--- src/rtl/ring_counter_pkg.sv ---
// Shared constants and helpers for the one-hot ring counter.
package ring_counter_pkg;

  localparam int RING_WIDTH_DEF = 4;

  // Single-hot reset pattern: only the most significant stage set.
  function automatic logic [31:0] init_onehot(input int width);
    return 32'(1) << (width - 1);
  endfunction

endpackage

--- src/rtl/ring_counter_design_onehot_check.sv ---
// Combinational one-hot detector: true when exactly one bit of vec is set.
module onehot_check #(
  parameter int WIDTH = ring_counter_pkg::RING_WIDTH_DEF
) (
  input  logic [WIDTH-1:0] vec,
  output logic             is_onehot
);

  logic seen;
  logic multi;

  // Sweep the bits once: multi latches when a set bit follows an earlier one.
  always_comb begin
    seen  = 1'b0;
    multi = 1'b0;
    for (int i = 0; i < WIDTH; i++) begin
      multi = multi | (seen & vec[i]);
      seen  = seen | vec[i];
    end
    is_onehot = seen & ~multi;
  end

endmodule

--- src/rtl/ring_counter_design.sv ---
// One-hot ring counter rotating right each clock, with self-correction
// back to the reset pattern whenever the ring is not exactly one-hot.
module ring_counter_design
  import ring_counter_pkg::*;
#(
  parameter int               WIDTH       = RING_WIDTH_DEF,
  parameter logic [WIDTH-1:0] INIT_ONEHOT = WIDTH'(init_onehot(WIDTH))
) (
  input  logic             clk,
  input  logic             rst,
  output logic [WIDTH-1:0] q
);

  logic is_onehot;

  onehot_check #(.WIDTH(WIDTH)) u_onehot (
    .vec       (q),
    .is_onehot (is_onehot)
  );

  // Reset wins over correction; correction wins over rotation.
  always_ff @(posedge clk) begin
    if (rst)
      q <= INIT_ONEHOT;
    else if (!is_onehot)
      q <= INIT_ONEHOT;
    else
      q <= {q[0], q[WIDTH-1:1]};
  end

endmodule

--- config.mk ---
export PLATFORM = sky130hd
export DESIGN_NAME = ring_counter_design
export DESIGN_NICKNAME = d
export VERILOG_FILES = /design/src/rtl/ring_counter_pkg.sv /design/src/rtl/ring_counter_design_onehot_check.sv /design/src/rtl/ring_counter_design.sv
export SDC_FILE = /design/constraint.sdc
export NUM_CORES = 1
export LEC_CHECK = 0
export BUFFER_PORTS_ARGS = -buffer_cell sky130_fd_sc_hd__buf_4
export CORE_AREA = 2 2 39 41
export DETAILED_ROUTE_END_ITERATION = 10
export DIE_AREA = 0 0 41 43
export SYNTH_ARGS = -nofsm -noshare
export SYNTH_HDL_FRONTEND = slang
export SYNTH_SLANG_ARGS = --single-unit
export TNS_END_PERCENT = 10
--- constraint.sdc ---
create_clock -name clk -period 1.1 [get_ports clk]
set_input_delay 0.33 -clock clk [delete_from_list [all_inputs] [get_ports clk]]
set_output_delay 0.33 -clock clk [all_outputs]
set_load 0.05 [all_outputs]
Word-level counts from Yosys, hierarchy flattened
Cells that the tools add are included.
Storage, ports and cells
  output and inout bits: 4
  input bits: 2
  register bits: 4
Operators by class
  bitwise gates (word level): 11
  reductions and logical operators: 1
Operators with widths (count)
  1-bit bitwise OR: 5
  1-bit bitwise AND: 4
  1-bit NOT: 2
  2-bit OR reduction: 1

Depth between registers and ports, before layout
  depth in word-level cells: 8
  depth in mapped cells: 2
  depth with buffers taken out: 2

Modules after synthesis
Synthesis repeated with hierarchy kept, for this count alone.
Unflattened totals
  cell total of the unflattened synthesis: 12
  area total of the unflattened synthesis: 156.4 um^2
Modules (own cells, without submodules)
  ring_counter_design: area an instance 118.9 um^2, times used 1, cells each 8
  onehot_check: area an instance 37.5 um^2, times used 1, cells each 4

Least setup slack after synthesis
Ideal clock, no wire load.
  path kind: register -> register
  start: reg q[1]
  end: reg q[3]
  clock period less this slack: 1.104 ns
  slack: -0.004 ns
  required time: 0.953 ns
  data arrival time: 0.958 ns
  library setup time: 0.147 ns
  cell stages (with the launch flop): 3
  path through: dfxtp_1 -> xor2_1 -> o211ai_1
On the way
  cells in the longest elaborated chain, start to end: 8
RTL lines
  start, declared: line ring_counter_design.sv:11  | output logic [WIDTH-1:0] q
  start signal, assigned: line ring_counter_design.sv:28  | q <= {q[0], q[WIDTH-1:1]};
  1-bit bitwise OR: line ring_counter_design_onehot_check.sv:18  | seen = seen | vec[i];
  1-bit bitwise AND or 1-bit bitwise OR (tied branches): line ring_counter_design_onehot_check.sv:17, ring_counter_design_onehot_check.sv:18
  1-bit bitwise OR or 1-bit bitwise AND (tied branches): line ring_counter_design_onehot_check.sv:17  | multi = multi | (seen & vec[i]);
  1-bit bitwise OR: line ring_counter_design_onehot_check.sv:17
  1-bit NOT: line ring_counter_design_onehot_check.sv:20  | is_onehot = seen & ~multi;
  1-bit bitwise AND (*): line ring_counter_design_onehot_check.sv:20
  1-bit NOT (no line) (*)
  2-bit OR reduction (no line) (*)
Every way passes the cells marked *; elsewhere a longest branch is shown, timed or not.
A chain may end at the register's enable or synchronous reset.

Worst setup path in the final report
  start: reg q[3]
  end: out q[3]
No word-level cell between the ends.

==> flow_summary.toml <==
[run_status]
status = "completed"

[logic_synthesis]
ys_seq_area_frac = 0.5470
syn_inst = 12
synth-simple-area-share = 0.3077
synth_top_family_by_area = "simple AND/OR/NAND/NOR gates"
synth_xor_area_frac = 0.05983
avgSynthCellArea_um2 = 12.20
synthAdderAreaFrac = 0
synth_nets = 14
ys_warn_count = 0
synth_compound_area_frac = 0.08547
muxShareOfSynthArea = 0
ys_types = 8
syn_area_um2 = 146.4
synth-seq-cells = 4

[clocking]
htreeDepth = 1
clkLatencyLatePin_ps = 230
clk_pin_slew_ps = 40
ctsRootBufferMaster = "clkbuf_4"
tritoncts.num_buffers = 3
clock-sinks = 4
cts-hold-fix-buffers = 0
cts_tree = "done"
cts_buffer_depth = 2

[setup_path]
cpPeakStageDelay_ps = 370
crit_type = "reg -> out"
crit_slowest_cell = "dfxtp_4"
r2r_setup_slack_ps = 150
start_kind = "flop"
arrival_ps = 760
critPathBufInv = 1
cp_cell_sequence = "buf_8"
critPathMaxFanout = 6
crit_family = "flip-flops"
critPathRequiredTime_ps = 770
critical_path.endpoint_type = "output port"

[drt]
finalWirelength_um = 314
dr.first_iter.drc_count = 5
routedWlPerCell_um = 8.263
ant_nets = 0
first_pass_iters = 2
vias_per_cell = 3.421
vias = 130
drc = 0

[global_route]
grt_max_degree = 7
gr-total-overflow = 0
grt_pass1_vias = 134
top_usage_layer = "met1"
met3_usage = 0.06283
grtUsageTotal = 0.05416
grt_antenna_before_repair = 0
grt_use_met2 = 0.04688
grt_use_met1 = 0.06731
grt_pass1_wl_um = 538

[finish]
final_net_count = 26
regMostFlops = "q"
reg_top3 = "q (4)"
fin_area_um2 = 280.3
antennaDiodeCount = 0
area_delta_synth_final_pct = 91.45
most-common-layout-cells = "clkbuf_4 (3), buf_4 (3), buf_8 (3), dfxtp_4 (3), nor4b_1 (2)"
fin_cells = 38
seq_area_um2 = 92.59
fill_cells = 142
final_layout_size_suffix_gt1_frac = 0.7273
largest_reg_flops = 4
multi_input_area_um2 = 66.31

[timing]
tightest_slew_ps = 235.9
maxSlewViolCount = 0
setup-violations-final = 0
fin_crit_sh = 0.9869
timing.final.crit_period_ps = 1086
clock-skew-final_ps = 1.375
hold_viol = 0
fmax_mhz = 921.1
slew_headroom = 0.8405
rsz0062_at_grt = "yes"

[floorplan]
start_util = 0.1058
core_um2 = 1384
pin_count = 6
die_h_um = 43
die_area_um2 = 1763
rows = 14
die_w_um = 41

[min_path]
hold_class = "in -> reg"

[power_and_ir_drop]
cellPowerDensity_nw_per_um2 = 1805
ir_drop_uv = 308.6
power.leakage_nw = 0.1124

[place]
placed_cells = 34
placed_area_um2 = 212.7
dp_hpwl_um = 215.7
port_buffers = 5
gp_congestion = 0.5757

[run]
drv_cap = 0
area by class of cell:
type	count	area share
Multi-Input combinational cell	8	0.2366
Sequential cell	4	0.3304
Tap cell	16	0.07143
Clock buffer	3	0.08036
Timing Repair Buffer	7	0.2812
what timing repair did:
action                     4_1_cts  5_1_grt
gates resized for setup          8        5
buffers inserted                 0        1
setup endpoints to repair        3        4
cloned                           0        0
pin swaps                        0        0
metrics by stage:
stage          setup TNS [ps]  setup WS, ps    util  hold slack (ps)  total power, W
5_1_grt                -10.78        -10.78  0.2025            333.3       0.0005363
3_3_place_gp                0         66.85  0.1537            465.7       0.0002993
6_report                    0         14.37  0.2025            311.2       0.0005058
2_1_floorplan        -0.05196      -0.05196       -            443.2       0.0002593
4_1_cts                -19.11        -19.11  0.1872            305.8       0.0005115
3_5_place_dp                0         52.28  0.1537            465.2       0.0003004
power by group:
| group | internal (W) | total [W] | switching (W) |
|---|---|---|---|
| Sequential | 0.000162 | 0.000181 | 0.0000189 |
| Combinational | 0.0000640 | 0.000140 | 0.0000762 |
| Clock | 0.000122 | 0.000185 | 0.0000625 |
| Total | 0.000348 | 0.000506 | 0.000158 |
worst register-to-register path: cells and delay by family, from the launching register on:
| kind | cells | cell delay [ps] |
|---|---|---|
| DFF | 1 | 350 |
| and+or+nand+nor | 2 | 500 |
Yosys cell counts:
library cell  instances  area [um^2]
dfxtp_1               4        80.08
nor2_1                1        3.750
nor4b_1               2        17.52
nor4b_2               1        15.01
o211ai_1              1        7.510
o21ai_0               1        5.000
or2_4                 1        8.760
xor2_1                1        8.760
metal layers:
metal  vias to the layer above  wire [um]
met1                        57        137
met4                         0          0
li1                         65          -
met3                         0         49
met5                         -          0
met2                         8        127
final timing paths:
check	to	cells past startpoint	startpoint
max	q[3]	1	q[3]$_SDFF_PP1_
min reg2reg	q[1]$_SDFF_PP0_	1	q[3]$_SDFF_PP1_
max reg2reg	q[0]$_SDFF_PP0_	2	q[0]$_SDFF_PP0_
min	q[3]$_SDFF_PP1_	3	rst
cells by family (layout without fill, tap and decap cells):
family	after synthesis	after routing
flip-flops	4	4
buffers and inverters	0	10
XOR/XNOR	1	1
AO/OA/AOI/OAI	2	2
AND/OR/NAND/NOR	5	5
(Power assumes the default switching activity.)
